## config.mk

```make
export PLATFORM = sky130hd
export DESIGN_NAME = conv_arbiter_flat
export DESIGN_NICKNAME = d
export VERILOG_FILES = /design/src/rtl/conv_arbiter_pkg.sv /design/src/rtl/conv_arbiter_if.sv /design/src/rtl/conv_arbiter_rr_arbiter.sv /design/src/rtl/conv_arbiter.sv /design/src/flat_wrapper.sv
export SDC_FILE = /design/constraint.sdc
export NUM_CORES = 1
export LEC_CHECK = 0
export CORE_AREA = 2 2 102 154
export DETAILED_ROUTE_END_ITERATION = 10
export DIE_AREA = 0 0 104 156
export HOLD_SLACK_MARGIN = 0.03
export PLACE_DENSITY = 0.79
export SLEW_MARGIN = 20
export SYNTH_ARGS = -nofsm -noshare
export SYNTH_HDL_FRONTEND = slang
export SYNTH_SLANG_ARGS = --single-unit
```

## constraint.sdc

```tcl
create_clock -name clk -period 3.4 [get_ports clk]
set_input_delay 0.68 -clock clk [delete_from_list [all_inputs] [get_ports clk]]
set_output_delay 0.68 -clock clk [all_outputs]
set_load 0.05 [all_outputs]
```

## src/rtl/conv_arbiter_pkg.sv

```systemverilog
// Shared types and widths for the fixed-to-float converter arbiter.
// Optional feature macro used by conv_arbiter: CONV_ARB_ZERO_BYPASS_EN.
package conv_arb_pkg;

  localparam int FIXED_W = 32;
  localparam int EXP_W   = 8;
  localparam int FLOAT_W = 32;

  localparam logic [FLOAT_W-1:0] FLOAT_ZERO = 32'h0000_0000;

  typedef enum logic [1:0] {
    IDLE,
    LOAD,
    WAIT,
    RESP
  } conv_arb_state_t;

endpackage

```

## src/rtl/conv_arbiter_if.sv

```systemverilog
// Requester/consumer side bundle of conv_arbiter: request bus plus response bus.
interface conv_arbiter_if #(
  parameter int NUM_REQ = 4
);
  import conv_arb_pkg::*;

  localparam int ID_W = $clog2(NUM_REQ);

  logic [NUM_REQ-1:0]         req_valid;
  logic [NUM_REQ*FIXED_W-1:0] req_fixed;
  logic [NUM_REQ*EXP_W-1:0]   req_exp;
  logic [NUM_REQ-1:0]         req_ready;
  logic                       rsp_valid;
  logic [ID_W-1:0]            rsp_id;
  logic [FLOAT_W-1:0]         rsp_float;
  logic                       rsp_ready;

  // Arbiter side.
  modport slave (
    input  req_valid, req_fixed, req_exp, rsp_ready,
    output req_ready, rsp_valid, rsp_id, rsp_float
  );

  // Producer/consumer side.
  modport master (
    output req_valid, req_fixed, req_exp, rsp_ready,
    input  req_ready, rsp_valid, rsp_id, rsp_float
  );

endinterface

```

## src/rtl/conv_arbiter_rr_arbiter.sv

```systemverilog
// Round-robin arbiter: one-hot grant among req, priority pointer advances past
// the winner only when the grant is taken (advance).
module rr_arbiter #(
  parameter int NUM_REQ = 4
) (
  input  logic               clk,
  input  logic               rst_n,
  input  logic [NUM_REQ-1:0] req,
  input  logic               advance,
  output logic [NUM_REQ-1:0] grant
);

  localparam int IDX_W = $clog2(NUM_REQ);

  logic [IDX_W-1:0] ptr_reg;
  logic [IDX_W-1:0] ptr_next;
  logic [IDX_W-1:0] win_idx;
  logic             found;
  int               pos;

  // Scan starting at the pointer, wrapping once around the requesters.
  always_comb begin
    grant   = '0;
    win_idx = '0;
    found   = 1'b0;
    pos     = 0;
    for (int k = 0; k < NUM_REQ; k++) begin
      pos = int'(ptr_reg) + k;
      if (pos >= NUM_REQ) begin
        pos = pos - NUM_REQ;
      end
      if (!found && req[pos]) begin
        found      = 1'b1;
        grant[pos] = 1'b1;
        win_idx    = IDX_W'(pos);
      end
    end
  end

  assign ptr_next = (win_idx == IDX_W'(NUM_REQ - 1)) ? '0 : win_idx + IDX_W'(1);

  always_ff @(posedge clk or negedge rst_n) begin
    if (!rst_n) begin
      ptr_reg <= '0;
    end else if (advance) begin
      ptr_reg <= ptr_next;
    end
  end

endmodule

```

## src/rtl/conv_arbiter.sv

```systemverilog
// Shares one fixed-to-float converter between NUM_REQ requesters (round robin).
// Define CONV_ARB_ZERO_BYPASS_EN to answer zero operands without the converter.
module conv_arbiter
  import conv_arb_pkg::*;
#(
  parameter int NUM_REQ     = 4,
  parameter int CONV_CYCLES = 40
) (
  input  logic               clk,
  input  logic               rst_n,
  conv_arbiter_if.slave      bus,
  output logic [FIXED_W-1:0] conv_fixed,
  output logic [EXP_W-1:0]   conv_exp,
  output logic               conv_load,
  input  logic [FLOAT_W-1:0] conv_float
);

  localparam int IDX_W = $clog2(NUM_REQ);
  localparam int CNT_W = $clog2(CONV_CYCLES + 1);

  conv_arb_state_t state_reg;
  conv_arb_state_t state_next;

  logic [CNT_W-1:0]   cnt_reg;
  logic [FIXED_W-1:0] conv_fixed_reg;
  logic [EXP_W-1:0]   conv_exp_reg;
  logic [IDX_W-1:0]   rsp_id_reg;
  logic [FLOAT_W-1:0] rsp_float_reg;

  logic [NUM_REQ-1:0] grant;
  logic [IDX_W-1:0]   win_idx;
  logic [FIXED_W-1:0] win_fixed;
  logic [EXP_W-1:0]   win_exp;
  logic               req_hs;
  logic               ready_en;
  logic               rsp_valid_int;
  logic               zero_bypass;

  logic [FIXED_W-1:0] fixed_arr [NUM_REQ];
  logic [EXP_W-1:0]   exp_arr   [NUM_REQ];

  genvar gi;
  generate
    for (gi = 0; gi < NUM_REQ; gi++) begin : g_slice
      assign fixed_arr[gi] = bus.req_fixed[gi*FIXED_W +: FIXED_W];
      assign exp_arr[gi]   = bus.req_exp[gi*EXP_W +: EXP_W];
    end
  endgenerate

  rr_arbiter #(
    .NUM_REQ (NUM_REQ)
  ) u_rr (
    .clk     (clk),
    .rst_n   (rst_n),
    .req     (bus.req_valid),
    .advance (req_hs),
    .grant   (grant)
  );

  always_comb begin
    win_idx = '0;
    for (int k = 0; k < NUM_REQ; k++) begin
      if (grant[k]) begin
        win_idx = IDX_W'(k);
      end
    end
  end

  assign win_fixed = fixed_arr[win_idx];
  assign win_exp   = exp_arr[win_idx];

  // Grants are only visible in IDLE and never while reset is held.
  assign req_hs = rst_n && (state_reg == IDLE) && (|grant);

`ifdef CONV_ARB_ZERO_BYPASS_EN
  assign zero_bypass = (win_fixed == '0);
`else
  assign zero_bypass = 1'b0;
`endif

  always_ff @(posedge clk or negedge rst_n) begin
    if (!rst_n) begin
      state_reg <= IDLE;
    end else begin
      state_reg <= state_next;
    end
  end

  always_comb begin
    state_next    = state_reg;
    conv_load     = 1'b0;
    rsp_valid_int = 1'b0;
    ready_en      = 1'b0;
    case (state_reg)
      IDLE: begin
        ready_en = rst_n;
        if (req_hs) begin
          state_next = zero_bypass ? RESP : LOAD;
        end
      end
      LOAD: begin
        conv_load  = 1'b1;
        state_next = WAIT;
      end
      WAIT: begin
        if (cnt_reg == '0) begin
          state_next = RESP;
        end
      end
      RESP: begin
        rsp_valid_int = 1'b1;
        if (bus.rsp_ready) begin
          state_next = IDLE;
        end
      end
      default: state_next = IDLE;
    endcase
  end

  // Operands stay in the converter registers until the next converter grant.
  always_ff @(posedge clk or negedge rst_n) begin
    if (!rst_n) begin
      cnt_reg        <= '0;
      conv_fixed_reg <= '0;
      conv_exp_reg   <= '0;
      rsp_id_reg     <= '0;
      rsp_float_reg  <= '0;
    end else begin
      if (state_reg == LOAD) begin
        cnt_reg <= CNT_W'(CONV_CYCLES - 1);
      end else if ((state_reg == WAIT) && (cnt_reg != '0)) begin
        cnt_reg <= cnt_reg - CNT_W'(1);
      end
      if (req_hs) begin
        rsp_id_reg <= win_idx;
        if (zero_bypass) begin
          rsp_float_reg <= FLOAT_ZERO;
        end else begin
          conv_fixed_reg <= win_fixed;
          conv_exp_reg   <= win_exp;
        end
      end
      if ((state_reg == WAIT) && (cnt_reg == '0)) begin
        rsp_float_reg <= conv_float;
      end
    end
  end

  assign bus.req_ready = ready_en ? grant : '0;
  assign bus.rsp_valid = rsp_valid_int;
  assign bus.rsp_id    = rsp_id_reg;
  assign bus.rsp_float = rsp_float_reg;
  assign conv_fixed    = conv_fixed_reg;
  assign conv_exp      = conv_exp_reg;

endmodule

```

## src/flat_wrapper.sv

```systemverilog
// flat-port wrapper written by rule: the top's interface ports become plain ports
module conv_arbiter_flat import conv_arb_pkg::*;
#(
  parameter int NUM_REQ     = 4,
  parameter int CONV_CYCLES = 40
)
  (clk, rst_n, conv_fixed, conv_exp, conv_load, conv_float, bus_req_valid, bus_req_fixed, bus_req_exp, bus_rsp_ready, bus_req_ready, bus_rsp_valid, bus_rsp_id, bus_rsp_float);
  conv_arbiter_if #(.NUM_REQ(NUM_REQ)) bus_i ();
  input  logic clk;
  input  logic rst_n;
  output logic [FIXED_W-1:0] conv_fixed;
  output logic [EXP_W-1:0] conv_exp;
  output logic conv_load;
  input  logic [FLOAT_W-1:0] conv_float;
  input wire logic [$bits(bus_i.req_valid)-1:0] bus_req_valid;
  input wire logic [$bits(bus_i.req_fixed)-1:0] bus_req_fixed;
  input wire logic [$bits(bus_i.req_exp)-1:0] bus_req_exp;
  input wire logic [$bits(bus_i.rsp_ready)-1:0] bus_rsp_ready;
  output wire logic [$bits(bus_i.req_ready)-1:0] bus_req_ready;
  output wire logic [$bits(bus_i.rsp_valid)-1:0] bus_rsp_valid;
  output wire logic [$bits(bus_i.rsp_id)-1:0] bus_rsp_id;
  output wire logic [$bits(bus_i.rsp_float)-1:0] bus_rsp_float;
  assign bus_i.req_valid = bus_req_valid;
  assign bus_i.req_fixed = bus_req_fixed;
  assign bus_i.req_exp = bus_req_exp;
  assign bus_i.rsp_ready = bus_rsp_ready;
  assign bus_req_ready = bus_i.req_ready;
  assign bus_rsp_valid = bus_i.rsp_valid;
  assign bus_rsp_id = bus_i.rsp_id;
  assign bus_rsp_float = bus_i.rsp_float;
  conv_arbiter #(.NUM_REQ(NUM_REQ), .CONV_CYCLES(CONV_CYCLES)) u_core (.clk(clk), .rst_n(rst_n), .bus(bus_i), .conv_fixed(conv_fixed), .conv_exp(conv_exp), .conv_load(conv_load), .conv_float(conv_float));
endmodule
```

==> results of run 1 <==
## critical path, delay by kind of cell (launching register included)
kind | cells | cell delay [ps]
AOI/OAI and AO/OA | 3 | 520
buffers and inverters | 3 | 590
DFF | 1 | 350
muxes | 1 | 630
and+or+nand+nor | 1 | 150
## layer usage
metal / up-vias / track usage (%) / share of wire, %
li1: 2498 / - / -
met1: 2611 / 24.6 / 36
met3: 30 / 5.22 / 6.0
met4: 0 / 6.50 / 1.8
met2: 231 / 45.0 / 56
met5: - / 0 / 0
## worst paths after layout
| check | from | end |
|---|---|---|
| setup / recovery | flip-flop | bus_req_ready[3] |
| hold / removal | rst_n | u_core.conv_fixed[9] |
| setup reg to reg | flip-flop | u_core.conv_fixed[10] |
| hold reg to reg | u_core.bus.rsp_float[4] | u_core.bus.rsp_float[4] |
| max in group asynchronous | rst_n | u_core.conv_fixed[29] |
| min in group clk | u_core.bus.rsp_float[4] | u_core.bus.rsp_float[4] |
## power groups by stage
stage               clock network (W)  registers, W  logic (W)
floorplan                           0       0.00275    0.00407
CTS                           0.00104       0.00162    0.00763
global placement                    0       0.00162    0.00737
finish                        0.00101       0.00162    0.00765
detailed placement                  0       0.00164    0.00757
global route                  0.00108       0.00167    0.00814
## through the flow
stage / util [%] / instance area, µm² / total power (W) / setup slack, ps / hold slack, ps
final: 60.7 / 9020 / 0.0103 / 141 / 449
after global routing: 60.7 / 9020 / 0.0109 / 29.0 / 489
after CTS: 60.5 / 8990 / 0.0103 / 29.4 / 450
after detailed placement: 58.3 / 8660 / 0.00920 / -141 / 493
after global placement: 58.3 / 8660 / 0.00899 / -105 / 485
after floorplan: - / 5450 / 0.00683 / -97.0 / 384
## kinds of logic after synthesis
group | synth area share [%]
compound gates | 28.3
xor+xnor | 0.968
fa+ha+maj | 3.23
buf+inv | 6.96
flops | 38.7
mux | 9.45
simple gates | 12.3
## Yosys cell counts, drive strengths merged (2+ instances only)
cell type	instances	area share, %
inv	9	0.62
xnor2	5	0.81
or3	2	0.23
nor4	2	0.23
nand4	3	0.35
o22ai	6	0.69
mux2i	7	1.4
nand2b	46	5.3
a21oi	7	0.65
nand3	3	0.37
a31o	4	0.65
mux4	2	0.83
clkbuf	14	0.97
mux2	35	7.3
dfrtp	84	39
nand2	10	0.69
o221ai	40	11
nor2b	5	0.58
o2bb2ai	2	0.55
nor3	2	0.18
ha	14	3.2
a221oi	2	0.55
buf	36	5.3
or2b	2	0.28
a31oi	44	5.5
o21ai	6	0.55
a21o	2	0.28
o311ai	40	6.5
nor2	50	3.5
## final cells by class
type / instances / share of cell area (%)
Sequential cell: 84 / 23.3
Inverter: 10 / 0.416
Tap cell: 199 / 2.76
Clock inverter: 6 / 0.791
Timing Repair Buffer: 327 / 36.6
Multi-Input combinational cell: 355 / 33.6
Clock buffer: 10 / 2.54
## what timing repair did
item	4_1_cts	5_1_grt
pin swaps	0	0
endpoints found under the hold margin	0	0
resized for setup	5	5
setup buffers	1	1
hold buffers	0	0
setup endpoints to repair	3	3
==> flow_summary.rst, run 1 <==
.. list-table::
   :header-rows: 1

   * - Metric
     - Value
   * - Total of endpoints with negative setup slack in the final report
     - 0
   * - Detailed-router iteration count before antenna repair
     - 4
   * - Gpl congestion
     - 0.882
   * - Maximum resistive drop on vdd
     - 943 µV
   * - Leakage
     - 3.42 nW
   * - Remaining global-route overflow
     - 0
   * - Area taken by flip-flops and latches
     - 2100 µm²
   * - Most common cell on crit path
     - buf_4
   * - Worst min path class
     - input port to async pin
   * - Cell Count Post-Placement
     - 973
   * - CTS clock-pin slew for the worst setup and hold paths
     - 70 ps
   * - Synth Cell Area
     - about 5400 µm²
   * - Max Root-Sink Buffers
     - 2
   * - Area of the core
     - 14,900 µm²
   * - Relative max-transition margin
     - about three fifths
   * - Number of library cell types mapped by synthesis
     - 55
   * - Proportion of power drawn by combinational gates
     - 74.4%
   * - Crit share post-route
     - roughly 96%
   * - Startpoint Class
     - flip-flop
   * - Clock network power share
     - under 10%
   * - Critical Path Slowest Stage Cell
     - mux4_2
   * - Number of cells traversed by the worst register-to-register path
     - 10
   * - Final critical path time including I/O delays and setup
     - between 3000 and 4000 ps
   * - Setup slack on the worst flop-to-flop path
     - 410 ps
   * - Number of fillers in the final layout
     - 1,254
   * - Antenna-violating nets left
     - 0
   * - Chip width
     - 104 µm
   * - Crit path arrival time
     - around 2600 ps
   * - Vias per cell
     - 5.42
   * - Top FF cell, synth
     - dfrtp_1
   * - Layout Area Growth over Synthesis
     - 66.2%
   * - Die Span Y
     - 156 µm
   * - Syn_area_per_cell
     - between 10 and 15 µm²
   * - Crit-path cells
     - buf_4 > mux4_2 > a31o_1 > a221oi_2 > buf_4 > o2bb2ai_4 > nor2b_4 > buf_12
   * - Initial Util
     - 36.5%
   * - Clock Sink Count
     - 84
   * - Run status
     - complete, no violations
   * - Critical-path maximum fanout
     - 22
   * - Fraction of power spent switching nets
     - 51.3%
   * - Longest individual stage delay on the worst path
     - 630 ps
   * - Fmax
     - 307 MHz
   * - GR Util All Layers
     - 23.1%
   * - Deepest level of the CTS H-tree
     - 3
   * - Setup TNS after final layout
     - 0 ps
   * - Data required time at the worst endpoint
     - 2720 ps
   * - Total wirelength of the detailed-routed design
     - 19,100 µm
   * - Max-cap violations
     - 0
   * - Clock Latency Late Sink
     - 340 ps
   * - DRC Markers
     - 0
   * - Number of diodes
     - 0
   * - Number of antenna violations at the first check in global routing
     - 0
   * - Pin count of the biggest net entering global routing
     - between 40 and 50
   * - Share of final-layout standard cells stronger than drive strength 1
     - 20.2%
   * - Detailed-route via count
     - 5,370
   * - Area of combinational cells with multiple inputs
     - 3030 µm²
   * - Root buf cell
     - clkbuf_16
   * - Number of endpoints with negative hold slack in the final report
     - 0
   * - Gate Count Post-Synth
     - 499
   * - Vias in the first global route
     - between 5k and 6k
   * - Seq cells post-synth
     - 84
   * - Die Area
     - 16,200 µm²
   * - Detailed-placement wirelength estimate
     - 14,800 µm
   * - Nets
     - 1,000
   * - PD cells
     - approximately 1100 nW/µm²
   * - Clock buffers created by TritonCTS
     - 9
   * - Standard-cell row count
     - 55
   * - Commonest non-fill, non-tap cell in the layout
     - clkdlybuf4s50_1
   * - Portion of total power attributed to sequential cells
     - 15.7%
   * - Net switching power of the design
     - 0.00528 W
   * - Type of destination of the critical path
     - output pin
   * - Async set-reset flop share out of synthesis
     - 100%
   * - Sequential-to-total area share from yosys stat
     - slightly below 40%
   * - Number of enable flip-flop cells after synthesis
     - 0
   * - Port Buf Inserts
     - 278
   * - Commonest cells after routing, fill and taps aside
     - 269 x clkdlybuf4s50_1, 84 x dfrtp_1, 49 x nor2_1
   * - Number of DRC markers in iteration 0
     - around 220
   * - Setup repair after global routing missed its margin
     - no
   * - Post-route non-filler standard cell count
     - slightly below 1k
   * - Max-slew violation count
     - 0
   * - IO Pins
     - 279
   * - Critical path class
     - flip-flop to output pin
   * - Cell-internal power
     - 0.00500 W
   * - TritonCTS clock tree
     - done
   * - Syn nets
     - 712
   * - Slew at the pin with the worst max-slew slack
     - 607 ps
   * - Avg WL per Cell
     - between 15 and 20 µm
   * - Wire length of the first global-routing pass
     - 29,700 µm
   * - Setup Skew
     - 10.2 ps
   * - Yosys warning total
     - 0
Power figures use the tool's default switching activity.
==> run 2: changes to the inputs <==
MAX_ROUTING_LAYER = met4   (was unset)
==> flow_summary.rst, run 2 (synthesis gave the netlist of run 1 again) <==
.. list-table::
   :header-rows: 1

   * - Metric
     - Value
   * - Data required time at the worst endpoint
     - 2720 ps (about the same)
   * - Area of the core
     - 14,900 µm² (unchanged)
   * - Total wirelength of the detailed-routed design
     - 19,200 µm (+0.32%)
   * - Area taken by flip-flops and latches
     - 2100 µm² (unchanged)
   * - Gpl congestion
     - 0.891 (+1.0%)
   * - Detailed-placement wirelength estimate
     - 15,100 µm (+2.1%)
   * - Clock Sink Count
     - 84 (unchanged)
   * - Remaining global-route overflow
     - 0 (unchanged)
   * - Detailed-route via count
     - 5,380 (+0.19%)
   * - Critical path class
     - input port to output pin
   * - Share of final-layout standard cells stronger than drive strength 1
     - 21.0% (+0.80 points)
   * - Category of cells accounting for the largest share of critical-path delay
     - compound AO/OA/AOI/OAI gates
   * - Final critical path time including I/O delays and setup
     - 3310 ps (+49.4 ps)
   * - Number of endpoints with negative hold slack in the final report
     - 0 (unchanged)
   * - Chip width
     - 104 µm (unchanged)
   * - Fmax
     - 302 MHz (-1.5%)
   * - Total of endpoints with negative setup slack in the final report
     - 0 (unchanged)
   * - Pin count of the biggest net entering global routing
     - 49 (unchanged)
   * - Instance area after placement
     - 8720 µm² (+0.66%)
   * - Avg WL per Cell
     - 19.2 µm (-0.48%)
   * - Max Root-Sink Buffers
     - 2 (unchanged)
   * - Crit path arrival time
     - 2630 ps (+50 ps)
   * - Leakage
     - 3.45 nW (+0.89%)
   * - Max-slew violation count
     - 0 (unchanged)
   * - Initial Util
     - 36.5% (unchanged)
   * - CTS clock-pin slew for the worst setup and hold paths
     - 70 ps (about the same)
   * - Layout Area Growth over Synthesis
     - 67.0%
   * - Vias per cell
     - 5.39 (-0.62%)
   * - Number of diodes
     - 0 (unchanged)
   * - Worst min path class
     - input port to async pin
   * - Detailed-router iteration count before antenna repair
     - 4 (unchanged)
   * - Die Area
     - 16,200 µm² (unchanged)
   * - GR Util All Layers
     - 23.8% (+0.77 points)
   * - Critical Path Slowest Stage Cell
     - mux4_2
   * - Crit share post-route
     - 97.3% (+1.5 points)
   * - Longest individual stage delay on the worst path
     - 560 ps (-70 ps)
   * - Crit-path cells
     - clkdlybuf4s50_1 > mux4_2 > a31o_1 > a221oi_2 > o2bb2ai_2 > nor2b_4 > buf_12
   * - Root buf cell
     - clkbuf_16
   * - Port Buf Inserts
     - 278 (unchanged)
   * - Clock buffers created by TritonCTS
     - 9 (unchanged)
   * - Critical-path maximum fanout
     - 7 (-68%)
   * - Standard-cell row count
     - 55 (unchanged)
   * - Setup repair after global routing missed its margin
     - yes
   * - CP Buf/Inv Count
     - 2 (-1)
   * - Count of hold buffers inserted by post-cts repair
     - 0 (unchanged)
   * - DRC Markers
     - 0 (unchanged)
   * - Wire length of the first global-routing pass
     - 29,700 µm (-0.14%)
   * - Setup TNS after final layout
     - 0 ps (unchanged)
   * - IO Pins
     - 279 (unchanged)
   * - Nets
     - 1,008 (+0.80%)
   * - Number of fillers in the final layout
     - 1,239 (-1.2%)
   * - Vias in the first global route
     - 5,681 (-0.53%)
   * - Commonest cells after routing, fill and taps aside
     - 270 x clkdlybuf4s50_1, 84 x dfrtp_1, 49 x nor2_1
   * - Die Span Y
     - 156 µm (unchanged)
   * - Commonest non-fill, non-tap cell in the layout
     - clkdlybuf4s50_1
   * - TritonCTS clock tree
     - done
   * - Number of antenna violations at the first check in global routing
     - 0 (unchanged)
   * - Deepest level of the CTS H-tree
     - 3 (unchanged)
   * - Area of combinational cells with multiple inputs
     - 3010 µm² (-0.78%)
   * - Layout Cell Area excl Fill
     - 9060 µm² (+0.47%)
   * - Share of the core filled with cells in the final layout
     - 61.0% (+0.29 points)
   * - Maximum resistive drop on vdd
     - 929 µV (-1.5%)
   * - Relative max-transition margin
     - 58.2% (-1.4 points)
   * - Clock Latency Late Sink
     - 340 ps (about the same)
   * - Run status
     - complete, no violations
   * - Antenna-violating nets left
     - 0 (unchanged)
   * - Number of DRC markers in iteration 0
     - 212 (-5.4%)
   * - PD cells
     - 1140 nW/µm² (+0.46%)
   * - Max-cap violations
     - 0 (unchanged)
   * - Slew at the pin with the worst max-slew slack
     - 628 ps (+20.6 ps)
   * - Setup Skew
     - 8.09 ps (-2.16 ps)
   * - Minimum hold slack
     - 444 ps (-5.14 ps)
   * - Startpoint Class
     - input port
   * - Type of destination of the critical path
     - output pin
## run 2: per-stage QoR
step / worst slack (ps) / std cells / total power, W
after global routing: -10.4 / 999 / 0.0110
after detailed placement: -168 / 979 / 0.00932
after CTS: 11.2 / 995 / 0.0104
after floorplan: -97.0 / 499 / 0.00683
final: 92.0 / 999 / 0.0104
after global placement: -89.0 / 979 / 0.00911
## run 2: what timing repair did
action                     CTS  global route
cloned                       0             0
setup endpoints to repair    4             4
setup buffers                0             4
resized for setup            4             2
pin swaps                    0             0
## run 2: cell type report
class / count / share of cell area (%)
Sequential cell: 84 / 23.2
Multi-Input combinational cell: 355 / 33.2
Inverter: 10 / 0.414
Tap cell: 199 / 2.75
Timing Repair Buffer: 335 / 37.1
Clock inverter: 6 / 0.787
Clock buffer: 10 / 2.53
## run 2: worst paths after layout
path / slack, ps / from / depth (start not counted) / to
worst max-delay path: 90 / bus_req_valid[3] / 7 / bus_req_ready[1]
worst min-delay path: 440 / rst_n / 2 / u_core.cnt_reg[3]
worst max register to register: 360 / flip-flop / 14 / u_core.conv_exp[7]
worst min register to register: 500 / u_core.bus.rsp_float[2] / 1 / u_core.bus.rsp_float[2]
max in group asynchronous: 1940 / rst_n / 3 / u_core.bus.rsp_float[15]
min in group clk: 500 / u_core.bus.rsp_float[2] / 1 / u_core.bus.rsp_float[2]
## run 2: per-layer routing
| metal | vias to the layer above | part of all wire [%] | global-route usage, % |
|---|---|---|---|
| met1 | 2613 | 37 | 24.9 |
| li1 | 2519 | - | - |
| met4 | 0 | 2.4 | 9.07 |
| met2 | 214 | 55 | 43.9 |
| met5 | - | 0 | - |
| met3 | 34 | 5.5 | 4.93 |
## run 2: power by group
part           internal, W  total [W]  leakage [nW]  switching [W]
Combinational      0.00314    0.00774          2.32        0.00461
Sequential         0.00139    0.00162         0.987       0.000231
Clock             0.000577    0.00101         0.140       0.000430
Total              0.00511     0.0104          3.45        0.00527
